$ cat src/rtl/vt52_pkg.sv
// Shared constants, FSM state type and circular-address helper for the VT52-style
// character buffer writer.
package vt52_pkg;

   localparam int ROWS      = 24;
   localparam int COLS      = 80;
   localparam int ROW_BITS  = 5;
   localparam int COL_BITS  = 7;
   localparam int ADDR_BITS = 11;
   localparam int BUF_SIZE  = ROWS * COLS;

   localparam logic [7:0] CHR_BS    = 8'h08;
   localparam logic [7:0] CHR_LF    = 8'h0A;
   localparam logic [7:0] CHR_CR    = 8'h0D;
   localparam logic [7:0] CHR_SPACE = 8'h20;
   localparam logic [7:0] CHR_TILDE = 8'h7E;

   typedef enum logic [1:0] {
      ST_INIT,
      ST_IDLE,
      ST_CLEAR
   } state_t;

   // a + b modulo BUF_SIZE, both operands already below BUF_SIZE; one extra bit
   // holds the carry so the compare sees the true sum.
   function automatic logic [ADDR_BITS-1:0] addr_wrap_add(input logic [ADDR_BITS-1:0] a,
                                                          input logic [ADDR_BITS-1:0] b);
      logic [ADDR_BITS:0] s;
      s = {1'b0, a} + {1'b0, b};
      if (s >= (ADDR_BITS+1)'(BUF_SIZE))
         s = s - (ADDR_BITS+1)'(BUF_SIZE);
      return s[ADDR_BITS-1:0];
   endfunction

endpackage

$ cat src/rtl/char_buffer_writer_blink.sv
// Cursor blink phase generator: toggles blink_on every BLINK_CYCLES clocks, and
// restart forces the phase visible and restarts the count.
module cursor_blink_timer #(
   parameter int BLINK_CYCLES = 24000000
) (
   input  logic clk,
   input  logic reset,
   input  logic restart,
   output logic blink_on
);

   localparam int            CW   = $clog2(BLINK_CYCLES + 1);
   localparam logic [CW-1:0] LAST = CW'(BLINK_CYCLES - 1);

   logic [CW-1:0] r_cnt;
   logic          r_on;

   always_ff @(posedge clk) begin
      if (reset || restart) begin
         r_cnt <= '0;
         r_on  <= 1'b1;
      end else if (r_cnt == LAST) begin
         r_cnt <= '0;
         r_on  <= ~r_on;
      end else begin
         r_cnt <= r_cnt + CW'(1);
      end
   end

   assign blink_on = r_on;

endmodule

$ cat src/rtl/char_buffer_writer.sv
// Write side of the 80x24 circular character buffer: prints, CR/LF/BS, scroll-and-clear.
// Define CURSOR_BLINK_EN to build the cursor blink timer; otherwise the cursor is always on.
module char_buffer_writer
   import vt52_pkg::*;
#(
   parameter int BLINK_CYCLES = 24000000
) (
   input  logic                 clk,
   input  logic                 reset,
   input  logic [7:0]           in_data,
   input  logic                 in_valid,
   output logic                 in_ready,
   output logic                 wr_en,
   output logic [ADDR_BITS-1:0] wr_addr,
   output logic [7:0]           wr_data,
   output logic [COL_BITS-1:0]  cursor_x,
   output logic [ROW_BITS-1:0]  cursor_y,
   output logic                 cursor_blink_on,
   output logic [ADDR_BITS-1:0] first_char
);

   localparam logic [ADDR_BITS-1:0] A_COLS     = ADDR_BITS'(COLS);
   localparam logic [ADDR_BITS-1:0] A_BUF_LAST = ADDR_BITS'(BUF_SIZE - 1);
   localparam logic [ADDR_BITS-1:0] A_ROW_LAST = ADDR_BITS'(COLS - 1);
   localparam logic [COL_BITS-1:0]  X_LAST     = COL_BITS'(COLS - 1);
   localparam logic [ROW_BITS-1:0]  Y_LAST     = ROW_BITS'(ROWS - 1);

   if (BLINK_CYCLES < 1) begin : g_bad_blink
      $error("BLINK_CYCLES must be at least 1");
   end

   state_t                r_state,    w_state_nx;
   logic [ADDR_BITS-1:0]  r_cnt,      w_cnt_nx;
   logic [ADDR_BITS-1:0]  r_row_base, w_row_base_nx;
   logic [ADDR_BITS-1:0]  r_first,    w_first_nx;
   logic [COL_BITS-1:0]   r_cx,       w_cx_nx;
   logic [ROW_BITS-1:0]   r_cy,       w_cy_nx;
   logic                  r_wr_en,    w_wr_en_nx;
   logic [ADDR_BITS-1:0]  r_wr_addr,  w_wr_addr_nx;
   logic [7:0]            r_wr_data,  w_wr_data_nx;
   logic                  w_accept;

   assign w_accept = in_valid && (r_state == ST_IDLE);

   always_comb begin
      w_state_nx    = r_state;
      w_cnt_nx      = r_cnt;
      w_row_base_nx = r_row_base;
      w_first_nx    = r_first;
      w_cx_nx       = r_cx;
      w_cy_nx       = r_cy;
      w_wr_en_nx    = 1'b0;
      w_wr_addr_nx  = r_wr_addr;
      w_wr_data_nx  = r_wr_data;
      case (r_state)
         ST_INIT: begin
            w_wr_en_nx   = 1'b1;
            w_wr_addr_nx = r_cnt;
            w_wr_data_nx = CHR_SPACE;
            if (r_cnt == A_BUF_LAST) begin
               w_cnt_nx   = '0;
               w_state_nx = ST_IDLE;
            end else begin
               w_cnt_nx = r_cnt + ADDR_BITS'(1);
            end
         end
         ST_IDLE: begin
            if (w_accept) begin
               if (in_data >= CHR_SPACE && in_data <= CHR_TILDE) begin
                  w_wr_en_nx   = 1'b1;
                  w_wr_addr_nx = addr_wrap_add(r_row_base, ADDR_BITS'(r_cx));
                  w_wr_data_nx = in_data;
                  if (r_cx != X_LAST)
                     w_cx_nx = r_cx + COL_BITS'(1);
               end else begin
                  case (in_data)
                     CHR_CR: w_cx_nx = '0;
                     CHR_BS: if (r_cx != '0) w_cx_nx = r_cx - COL_BITS'(1);
                     CHR_LF: begin
                        // row_base always moves down a row; on the bottom row that
                        // lands on the oldest row, which becomes the new blank line.
                        w_row_base_nx = addr_wrap_add(r_row_base, A_COLS);
                        if (r_cy != Y_LAST) begin
                           w_cy_nx = r_cy + ROW_BITS'(1);
                        end else begin
                           w_first_nx = addr_wrap_add(r_first, A_COLS);
                           w_cnt_nx   = '0;
                           w_state_nx = ST_CLEAR;
                        end
                     end
                     default: ;
                  endcase
               end
            end
         end
         ST_CLEAR: begin
            w_wr_en_nx   = 1'b1;
            w_wr_addr_nx = addr_wrap_add(r_row_base, r_cnt);
            w_wr_data_nx = CHR_SPACE;
            if (r_cnt == A_ROW_LAST) begin
               w_cnt_nx   = '0;
               w_state_nx = ST_IDLE;
            end else begin
               w_cnt_nx = r_cnt + ADDR_BITS'(1);
            end
         end
         default: w_state_nx = ST_INIT;
      endcase
   end

   always_ff @(posedge clk) begin
      if (reset) begin
         r_state    <= ST_INIT;
         r_cnt      <= '0;
         r_row_base <= '0;
         r_first    <= '0;
         r_cx       <= '0;
         r_cy       <= '0;
         r_wr_en    <= 1'b0;
         r_wr_addr  <= '0;
         r_wr_data  <= '0;
      end else begin
         r_state    <= w_state_nx;
         r_cnt      <= w_cnt_nx;
         r_row_base <= w_row_base_nx;
         r_first    <= w_first_nx;
         r_cx       <= w_cx_nx;
         r_cy       <= w_cy_nx;
         r_wr_en    <= w_wr_en_nx;
         r_wr_addr  <= w_wr_addr_nx;
         r_wr_data  <= w_wr_data_nx;
      end
   end

   assign in_ready   = (r_state == ST_IDLE);
   assign wr_en      = r_wr_en;
   assign wr_addr    = r_wr_addr;
   assign wr_data    = r_wr_data;
   assign cursor_x   = r_cx;
   assign cursor_y   = r_cy;
   assign first_char = r_first;

`ifdef CURSOR_BLINK_EN
   cursor_blink_timer #(
      .BLINK_CYCLES(BLINK_CYCLES)
   ) u_blink (
      .clk      (clk),
      .reset    (reset),
      .restart  (w_accept),
      .blink_on (cursor_blink_on)
   );
`else
   assign cursor_blink_on = 1'b1;
`endif

endmodule

$ cat config.mk
export PLATFORM = sky130hd
export DESIGN_NAME = char_buffer_writer
export DESIGN_NICKNAME = d
export VERILOG_FILES = /design/src/rtl/vt52_pkg.sv /design/src/rtl/char_buffer_writer_blink.sv /design/src/rtl/char_buffer_writer.sv
export SDC_FILE = /design/constraint.sdc
export NUM_CORES = 1
export LEC_CHECK = 0
export ABC_AREA = 1
export CELL_PAD_IN_SITES_DETAIL_PLACEMENT = 1
export CELL_PAD_IN_SITES_GLOBAL_PLACEMENT = 1
export CORE_MARGIN = 4
export CORE_UTILIZATION = 36
export DETAILED_ROUTE_END_ITERATION = 8
export MAX_ROUTING_LAYER = met4
export PLACE_DENSITY = 0.82
export SLEW_MARGIN = 15
export SYNTH_ARGS = -nofsm -noshare
export SYNTH_HDL_FRONTEND = slang
export SYNTH_SLANG_ARGS = --single-unit
$ cat constraint.sdc
create_clock -name clk -period 2.3 [get_ports clk]
set_clock_uncertainty 0.1 [all_clocks]
set_input_delay 0.345 -clock clk [delete_from_list [all_inputs] [get_ports clk]]
set_output_delay 0.345 -clock clk [all_outputs]
set_load 0.02 [all_outputs]
==> reports/metrics.sh <==
RUN_STATUS='complete, no violations'
MAX_FREQ_MHz=439.6
GRT_SETUP_UNREPAIRED='yes'
RR_STARTPOINT='r_row_base[4]'
POWER.IR.VDD_WORST_uV=381.6
CTS-BUFFERS-INSERTED=9
ROUTED_VIA_DENSITY=5.305
POWER_LEAKAGE_nW=2.340
MOST_COMMON_LIBRARY_CELL_IN_THE_LAYOUT_IGNORING_FILL_AND_TAPS='nand2_1'
POST_ROUTE_CELLS_DRIVE_ABOVE_1_SHARE=0.1603
MIN_DELAY_PATH_DEPTH=2
SYNTH_SEQ_AREA_SHARE=0.2775
INTERNAL_POWER_CONSUMPTION_mW=2.486
FINAL_MIN_PERIOD_OVER_CLOCK_PERIOD=0.9889
DIE-WIDTH_UM=116.7
SWITCHING_SHARE=0.3851
STARTPOINT_TYPE='register'
CRIT_START='r_row_base[4]'
H-TREE-DEPTH=3
CRIT_PATH_TOP_DELAY_CELL='dfxtp_4'
PLACE.PORT_BUFFERS=50
LAYOUT.CORE_UTILIZATION=0.4749
POWER.NET_SWITCHING_mW=1.557
DP.CELLS=830
AREA_OF_THE_CORE_UM2=11520
MAXCAPVIOLATIONS=0
LAYOUT_MIN_CYCLE_TIME_NS=2.275
LAYOUT_COMMON_CELLS='nand2_1 (98), inv_1 (86), dfxtp_1 (55)'
POWER.CLOCK.FRACTION=0.339
GRT_USAGE=0.2190
POSTSYNTH.TOPFLOPCELL='dfxtp_1'
SYN2LAYOUT_AREA_GROWTH_PCT=28.48
TIMING.CRITICAL_PATH.ARRIVAL_NS=2.44
COMBPWRFRAC=0.352
WIRE_LENGTH_OF_THE_FIRST_GLOBAL_ROUTING_PASS_UM=23280
HOLD_FIX_BUFFER_COUNT_AFTER_CTS=0
NUM_VIAS=4499
CLOCK_SINKS=59
YOSYS_WARNINGS=0
SYNTH-SEQ-CELLS=59
IO-PIN-COUNT=56
DRC=0
VIAS_IN_THE_FIRST_GLOBAL_ROUTE=4851
POWER_SHARE_OF_THE_SEQUENTIAL_GROUP=0.309
PLACE.DETAILED.HPWL_UM=10400
FINALWEIGHTEDCONGESTION=0.9082
ROOT_BUFFER='clkbuf_16'
SYN-CELL-AREA_UM2=4257
TIMING.HOLD.WORST.CLASS='reg -> reg'
WORSTMARGINPINSLEW_NS=0.5372
WORST-ENDPOINT-REQUIRED_NS=2.46
CRITICAL_PATH_PEAK_FANOUT=3
WL_PER_CELL_UM=16.65
CLOCK_LATENCY_NS=0.34
GATE_COUNT_AFTER_TECHNOLOGY_MAPPING=633
CTS.CLK_SLEW.WORST_PATHS_NS=0.05
GRT_ANTENNA_BEFORE_REPAIR=0
FILL_CELLS=1481
FINAL_NETS=741
CTS_TREE='built'
CRIT_PATH_END_KIND='register'
YS_TYPES=46
ROWS=39
SLEW_HEADROOM=0.6418
CLOCK_TREE.BUFFER_DEPTH=2
DRT.ANTENNA.VIOLATING_NETS=0
TIMING_WORST_SETUP_PATH_TYPE='reg -> reg'
SYNTH_ENABLE_FLOP_CELLS=0
SYN_AVG_CELL_AREA_UM2=6.724
DESIGN.DIE.AREA_UM2=13630
HOLD_PATH_STARTPOINT='wr_addr[10]'
WORSTPATHCELLLIST='ha_2, fa_2, nand3_2, nand2_2, nand2_1, nand2_2, inv_1, ha_1, inv_1, o21bai_1, nand2_1, inv_1, nand2_1, nand3_2, nand2_1, a21oi_1'
N_ANTENNA_CELL=0
SETUP_VIOL=0
PWR_DENSITY_CELL_nW_PER_UM2=739.2
START_UTIL=0.3696
MOST_FREQUENT_CELL_ON_CRITICAL_PATH='nand2_1'
WIRELENGTH_UM=14120
CONGESTION_OVERFLOW_GR=0
CRITICAL-PATH-MAX-STAGE-DELAY_NS=0.36
DR.PASS1.ITERS=4
DRT_FIRST_ITER_VIOLATIONS=190
LARGEST_NET_DEGREE_AT_THE_START_OF_GLOBAL_ROUTING=33
TIMING_HOLD_VIOLATIONS_FINAL=0
FINALMAXSLEWVIOLATIONS=0
DIE_H_UM=116.7
FINAL_CELL_COUNT_NO_FILL=848
R2R.WORST_PATH.CELLS=16
ASYNC_FLOP_SHARE=0
==> cells in the mapped netlist (7+ instances only) <==
cell      count  area share
dfxtp_1      59        0.28
clkbuf_1     13       0.011
inv_1        88       0.078
ha_1         28       0.082
nand4_1       9       0.013
nor2_1       40       0.035
nand2_1     112       0.099
o21ai_1       9       0.011
a211oi_1      7       0.012
o21ai_0      47       0.055
a21oi_1      52       0.061
nor3_1       22       0.026
nand3_1      52       0.061
xor2_1       20       0.041
==> through the flow <==
step           hold WS, ns  worst slack (ns)  total power, mW  area [um^2]  setup TNS (ns)
2_1_floorplan       0.3714            0.1214            2.147         4268               0
3_3_place_gp        0.3640          0.009671            2.604         5006               0
3_5_place_dp        0.3733           -0.1204            2.663         5006         -0.8835
4_1_cts             0.3816          0.001330            4.062         5336               0
5_1_grt             0.4091          -0.09096            4.265         5469         -0.2044
6_report            0.3763           0.02544            4.043         5469               0
==> layout make-up <==
class	count	area (um^2)	area share
timing repair buffer	78	710.7	0.1299
tap	143	178.9	0.03272
clock inverter	7	77.57	0.01418
inverter	95	364.1	0.06658
sequential	59	1189	0.2173
multi-input combinational	457	2724	0.4981
clock buffer	9	225.2	0.04118
==> power groups by stage <==
stage,logic (mW),registers [mW],clock network [mW]
6_report,1.42,1.25,1.37
5_1_grt,1.56,1.26,1.44
4_1_cts,1.42,1.25,1.39
3_5_place_dp,1.39,1.27,0
3_3_place_gp,1.34,1.26,0
2_1_floorplan,0.787,1.36,0
==> path summary, 6_finish.rpt <==
check | slack [ns] | to
setup / recovery | 0.03 | wr_addr[9]
hold reg to reg | 0.38 | wr_addr[10]
setup reg to reg | 0.03 | wr_addr[9]
hold / removal | 0.38 | wr_addr[10]
==> logic make-up after synthesis <==
logic type	Yosys count	share of synthesized area
AOI/OAI and AO/OA	133	0.1696
xor gates and xnor gates	23	0.04733
adders and majority gates	30	0.09171
buffers and inverters	120	0.1170
DFF	59	0.2775
other	2	0.001764
and+or+nand+nor	266	0.2951
==> sequential cells by signal (all words and copies together) (netlist names) <==
register,count
first_char,7
wr_en,1
wr_data,8
r_row_base,7
wr_addr,11
cursor_x,7
r_state,2
r_cnt,11
cursor_y,5
==> timing repair <==
action | in CTS | in global routing
setup endpoints to repair | 3 | 7
buffers inserted | 1 | 1
pin swaps | 2 | 13
gates resized for setup | 8 | 40
gates cloned | 0 | 0
==> per-layer routing <==
layer,vias up,part of all wire,global-route usage
met1,2208,0.43,0.2477
met5,-,0,-
met3,21,0.019,0.03212
met4,0,0.019,0.06804
li1,2208,-,-
met2,62,0.53,0.3959
==> critical path, delay by kind of cell, from the launching register on <==
| kind | cells | cell delay (ns) |
|---|---|---|
| buf+inv | 3 | 0.17 |
| compound gates | 2 | 0.28 |
| fa+ha+maj | 3 | 0.71 |
| simple gates | 8 | 0.58 |
| flops | 1 | 0.36 |
No activity file was read; power rests on OpenSTA's default activity.
